<file path="src/rtl/fetch_stage_if.sv">
// Instruction-memory request/response bundle between the fetch stage (master)
// and the instruction memory (slave).
interface fetch_stage_if;
    logic        imem_req;
    logic [31:0] imem_addr;
    logic [31:0] imem_rdata;
    logic        imem_ready;

    modport master (
        output imem_req,
        output imem_addr,
        input  imem_rdata,
        input  imem_ready
    );

    modport slave (
        input  imem_req,
        input  imem_addr,
        output imem_rdata,
        output imem_ready
    );
endinterface

</file>
<file path="src/rtl/fetch_stage.sv">
// MIPS instruction-fetch stage: PC, imem requests, IF/ID register with a
// one-entry skid buffer for hazard stalls and branch redirect/flush.
module fetch_stage #(
    parameter logic [31:0] PC_RESET = 32'h0000_0000
) (
    input  logic                 clk,
    input  logic                 reset,
    input  logic                 stall,
    input  logic                 branch_taken,
    input  logic [31:0]          branch_target,
    fetch_stage_if.master        imem,
    output logic [31:0]          ifid_instr,
    output logic [31:0]          ifid_pc4,
    output logic                 ifid_valid,
    output logic [5:0]           opcode
);

    typedef enum logic {
        FETCH = 1'b0,
        HELD  = 1'b1
    } state_e;

    state_e      state_q, state_d;
    logic [31:0] pc_q, pc_d;
    logic [31:0] ifid_instr_q, ifid_instr_d;
    logic [31:0] ifid_pc4_q, ifid_pc4_d;
    logic        ifid_valid_q, ifid_valid_d;
    logic [31:0] skid_instr_q, skid_instr_d;
    logic [31:0] skid_pc4_q, skid_pc4_d;

    logic        xfer;
    logic [31:0] pc_plus4;
    logic [31:0] target_aligned;

    assign imem.imem_req  = (state_q == FETCH) && !reset;
    assign imem.imem_addr = pc_q;
    assign xfer           = imem.imem_req && imem.imem_ready;
    assign pc_plus4       = pc_q + 32'd4;
    assign target_aligned = branch_target & 32'hFFFF_FFFC;

    assign ifid_instr = ifid_instr_q;
    assign ifid_pc4   = ifid_pc4_q;
    assign ifid_valid = ifid_valid_q;
    assign opcode     = ifid_instr_q[31:26];

    always_comb begin
        state_d      = state_q;
        pc_d         = pc_q;
        ifid_instr_d = ifid_instr_q;
        ifid_pc4_d   = ifid_pc4_q;
        ifid_valid_d = ifid_valid_q;
        skid_instr_d = skid_instr_q;
        skid_pc4_d   = skid_pc4_q;

        unique case (state_q)
            FETCH: begin
                if (branch_taken) begin
                    // Redirect wins over any same-cycle transfer, which is discarded.
                    pc_d         = target_aligned;
                    ifid_valid_d = 1'b0;
                    ifid_instr_d = '0;
                end else if (xfer) begin
                    pc_d = pc_plus4;
                    if (stall) begin
                        skid_instr_d = imem.imem_rdata;
                        skid_pc4_d   = pc_plus4;
                        state_d      = HELD;
                    end else begin
                        ifid_instr_d = imem.imem_rdata;
                        ifid_pc4_d   = pc_plus4;
                        ifid_valid_d = 1'b1;
                    end
                end else if (!stall) begin
                    ifid_valid_d = 1'b0;
                    ifid_instr_d = '0;
                end
            end
            HELD: begin
                if (branch_taken) begin
                    pc_d         = target_aligned;
                    ifid_valid_d = 1'b0;
                    ifid_instr_d = '0;
                    state_d      = FETCH;
                end else if (!stall) begin
                    ifid_instr_d = skid_instr_q;
                    ifid_pc4_d   = skid_pc4_q;
                    ifid_valid_d = 1'b1;
                    state_d      = FETCH;
                end
            end
            default: state_d = FETCH;
        endcase
    end

    always_ff @(posedge clk) begin
        if (reset) begin
            state_q      <= FETCH;
            pc_q         <= PC_RESET;
            ifid_instr_q <= '0;
            ifid_pc4_q   <= '0;
            ifid_valid_q <= 1'b0;
            skid_instr_q <= '0;
            skid_pc4_q   <= '0;
        end else begin
            state_q      <= state_d;
            pc_q         <= pc_d;
            ifid_instr_q <= ifid_instr_d;
            ifid_pc4_q   <= ifid_pc4_d;
            ifid_valid_q <= ifid_valid_d;
            skid_instr_q <= skid_instr_d;
            skid_pc4_q   <= skid_pc4_d;
        end
    end

endmodule
</file>
<file path="src/flat_wrapper.sv">
// flat-port wrapper written by rule: the top's interface ports become plain ports
module fetch_stage_flat 
#(
    parameter logic [31:0] PC_RESET = 32'h0000_0000
)
  (clk, reset, stall, branch_taken, branch_target, ifid_instr, ifid_pc4, ifid_valid, opcode, imem_imem_req, imem_imem_addr, imem_imem_rdata, imem_imem_ready);
  fetch_stage_if imem_i ();
  input  logic clk;
  input  logic reset;
  input  logic stall;
  input  logic branch_taken;
  input  logic [31:0] branch_target;
  output logic [31:0] ifid_instr;
  output logic [31:0] ifid_pc4;
  output logic ifid_valid;
  output logic [5:0] opcode;
  output wire logic [$bits(imem_i.imem_req)-1:0] imem_imem_req;
  output wire logic [$bits(imem_i.imem_addr)-1:0] imem_imem_addr;
  input wire logic [$bits(imem_i.imem_rdata)-1:0] imem_imem_rdata;
  input wire logic [$bits(imem_i.imem_ready)-1:0] imem_imem_ready;
  assign imem_imem_req = imem_i.imem_req;
  assign imem_imem_addr = imem_i.imem_addr;
  assign imem_i.imem_rdata = imem_imem_rdata;
  assign imem_i.imem_ready = imem_imem_ready;
  fetch_stage #(.PC_RESET(PC_RESET)) u_core (.clk(clk), .reset(reset), .stall(stall), .branch_taken(branch_taken), .branch_target(branch_target), .imem(imem_i), .ifid_instr(ifid_instr), .ifid_pc4(ifid_pc4), .ifid_valid(ifid_valid), .opcode(opcode));
endmodule
</file>
<file path="config.mk">
export PLATFORM = sky130hd
export DESIGN_NAME = fetch_stage_flat
export DESIGN_NICKNAME = d
export VERILOG_FILES = /design/src/rtl/fetch_stage_if.sv /design/src/rtl/fetch_stage.sv /design/src/flat_wrapper.sv
export SDC_FILE = /design/constraint.sdc
export NUM_CORES = 1
export LEC_CHECK = 0
export ABC_AREA = 1
export CAP_MARGIN = 20
export CELL_PAD_IN_SITES_DETAIL_PLACEMENT = 2
export CELL_PAD_IN_SITES_GLOBAL_PLACEMENT = 2
export CORE_ASPECT_RATIO = 0.7
export CORE_MARGIN = 2
export CORE_UTILIZATION = 25
export CTS_BUF_LIST = sky130_fd_sc_hd__clkbuf_16
export CTS_CLUSTER_DIAMETER = 150
export DETAILED_ROUTE_END_ITERATION = 7
export PLACE_DENSITY_LB_ADDON = 0.05
export SYNTH_ARGS = -nofsm -noshare
export SYNTH_HDL_FRONTEND = slang
export SYNTH_SLANG_ARGS = --single-unit
</file>
<file path="constraint.sdc">
create_clock -name clk -period 1.5 [get_ports clk]
set_clock_uncertainty 0.2 [all_clocks]
set_input_delay 0.45 -clock clk [delete_from_list [all_inputs] [get_ports clk]]
set_output_delay 0.45 -clock clk [all_outputs]
set_load 0.01 [all_outputs]
</file>
==> results.ini <==
[global_routing]
grt_overflow = 0
grt_max_degree = 45
grt_pass1_wl_um = 52020
grt.total_usage_pct = 22.77
grt_pass1_vias = 8747
grt_antenna_before_repair = 1

[synth]
yosys-top-cells-area = dfxtp_1 (43%), nand2_1 (8.5%), a21oi_1 (8.0%), nor2_1 (7.8%), o21ai_0 (6.0%)
synth_top_area_share_pct = 43.32
synth_cell_types = 30
synth_seq_cells = 156
yosys_warnings = 0
synth_cells = 1011
yosys.area.top_type = dfxtp_1
seq_area_frac_synth_pct = 43.32
async_reset_ff_share_pct = 0
syn_area_per_cell_um2 = 7.131
ys.flop_type = dfxtp_1
synth-edff-count = 0
synth_area_um2 = 7209

[setup_path]
arrival_ns = 2.16
r2r_slack_ns = -0.47
cp.required_ns = 1.69
critPathCaptureType = flip-flop
cp_max_fo = 4
startpoint_type = flip-flop
crit_type = reg2reg

[layout]
filler_cell_count = 3008
final_area_um2 = 13700
final_cell_mix = buf_6 (130), nor2_1 (113), buf_4 (113)
finalNetCount = 1395
layout_commonest_cell = buf_6
area_growth_pct = 89.97
antenna_cells = 0
drive_gt1_share_pct = 53.66

[drt]
vias = 8499
drtIter0Drc = 325
drt-total-wl_um = 38820
remaining_drc_errors = 0
drtAntennaViolNets = 0
dr.pass1.iters = 4
routedWlPerCell_um = 22.72
viasPerCell = 4.973

[power_and_ir_drop]
finalPower_mw = 11.16
power_leakage_nw = 5.589
vdd_drop_max_mv = 0.9041
power_density_nw_per_um2 = 815.1

[timing]
max_freq_mhz = 508.1
finalMaxSlewViolations = 0
rsz0062_at_grt = yes
timing.final.crit_period_ns = 1.968
fin_crit_sh_pct = 131.2
hold_viol = 0
hold_ws_ns = 0.2807
finalWorstSetupSlack_ns = -0.4679
fin_setup_tns_ns = -47.76
finalSetupViolCount = 255

[floorplanning]
ioPinCount = 173
die-width_um = 207.0
rows = 51
die_h_um = 146.1
initial_utilization_pct = 25.68
coreArea_um2 = 28080
dieArea_um2 = 30230

[placed_design]
gp_congestion = 0.7881
post-place-ws_ns = -0.7446
io_buffers = 166
dpl_cell_area_um2 = 10120
place_hpwl_um = 21580

[run_status]
failed_checks = setup timing
status = finished, violations left

[clocking]
clock_latency_ns = 0.45
clk_pin_slew_ns = 0.06
clock_path_buffers = 2
cts_buffers = 17
cts-hold-fix-buffers = 0
clock_sinks = 156
htree_levels = 4
cts-root-buf = clkbuf_16
cts_tree = yes

[hold_path]
hp-class = reg2reg

[flow_run]
max-cap-violations = 0

Yosys cell counts (2+ instances only):
master	instances
o21ai_0	87
and2_1	5
nor2_1	150
a31oi_1	32
nand3b_1	4
inv_1	42
nand2_2	6
a21oi_1	115
a21o_1	2
dfxtp_1	156
nor2_4	11
nand2_4	2
a211oi_1	2
clkbuf_1	39
nand3_1	57
buf_4	10
inv_2	8
nand2_1	164
xor2_1	4
xor2_2	7
buf_2	27
nor2_2	5
xnor2_1	4
o21ai_1	66
state kept, by name (all words and copies together) (netlist names):
| register | count |
|---|---|
| u_core.ifid_instr | 32 |
| u_core.skid_instr_q | 32 |
| u_core.ifid_pc4 | 30 |
| u_core.imem.imem_addr | 30 |
| u_core.skid_pc4_q | 30 |
| u_core.ifid_valid | 1 |
| u_core.state_q | 1 |
area by class of cell:
cell class                 instances  area [um^2]  area share [%]
multi-input combinational        732         4966           36.26
timing repair buffer             368         4207           30.71
sequential                       156         3319           24.24
tap                              371        464.2           3.389
clock buffer                      17        425.4           3.106
inverter                          50        221.5           1.617
clock inverter                    15        92.59          0.6760
metal layers:
layer	vias to the layer above	global-route usage, %	wire length (um)
met1	4299	32.30	18230
met2	168	35.37	18010
li1	3997	-	-
met4	0	4.681	621
met5	-	0	0
met3	35	4.978	1969
path summary, 6_finish.rpt:
kind	endpoint	startpoint	cells after the start
max	u_core.skid_pc4_q[17]	u_core.imem.imem_addr[3]	10
max reg2reg	u_core.skid_pc4_q[17]	u_core.imem.imem_addr[3]	10
min reg2reg	u_core.ifid_instr[22]	u_core.skid_instr_q[22]	2
min	u_core.ifid_instr[22]	u_core.skid_instr_q[22]	2
what timing repair did:
item / in CTS / in global routing
hold endpoints to repair: 0 / 0
endpoints found under the setup margin: 256 / 256
pin swaps: 37 / 127
gates cloned: 10 / 14
resized for setup: 738 / 340
setup buffers: 35 / 37
kinds of logic (layout without fill, tap and decap cells):
kind of cell	after synthesis	count (layout)	share of synthesized area [%]
DFF	156	156	43.32
other	1	4	0.05202
AOI/OAI and AO/OA	307	307	22.15
buffers and inverters	126	450	7.549
xor gates and xnor gates	15	15	2.551
and+or+nand+nor	405	405	24.21
adders and majority gates	1	1	0.1735
worst max-delay path, stage by stage (launching register included):
cell	delay (ns)
dfxtp_4	0.37
buf_6	0.11
nand2_4	0.04
nor2_4	0.19
nand2_4	0.13
nor2_4	0.24
buf_12	0.15
xor2_4	0.22
buf_4	0.16
o21ai_2	0.05
inv_1	0.05
report_power, final:
group          total [mW]  internal (mW)  leakage, nW  switching [mW]
sequential           4.57           4.35         1.32           0.217
combinational        2.53           1.27         4.00            1.26
clock                4.06           2.21        0.271            1.85
total                11.2           7.84         5.59            3.33
per-stage QoR:
stage / instances / util (%)
6_report: 1709 / 48.78
3_3_place_gp: 1587 / 36.03
2_1_floorplan: 1014 / -
3_5_place_dp: 1587 / 36.03
4_1_cts: 1664 / 42.80
5_1_grt: 1709 / 48.78
No activity file was read; power rests on OpenSTA's default activity.
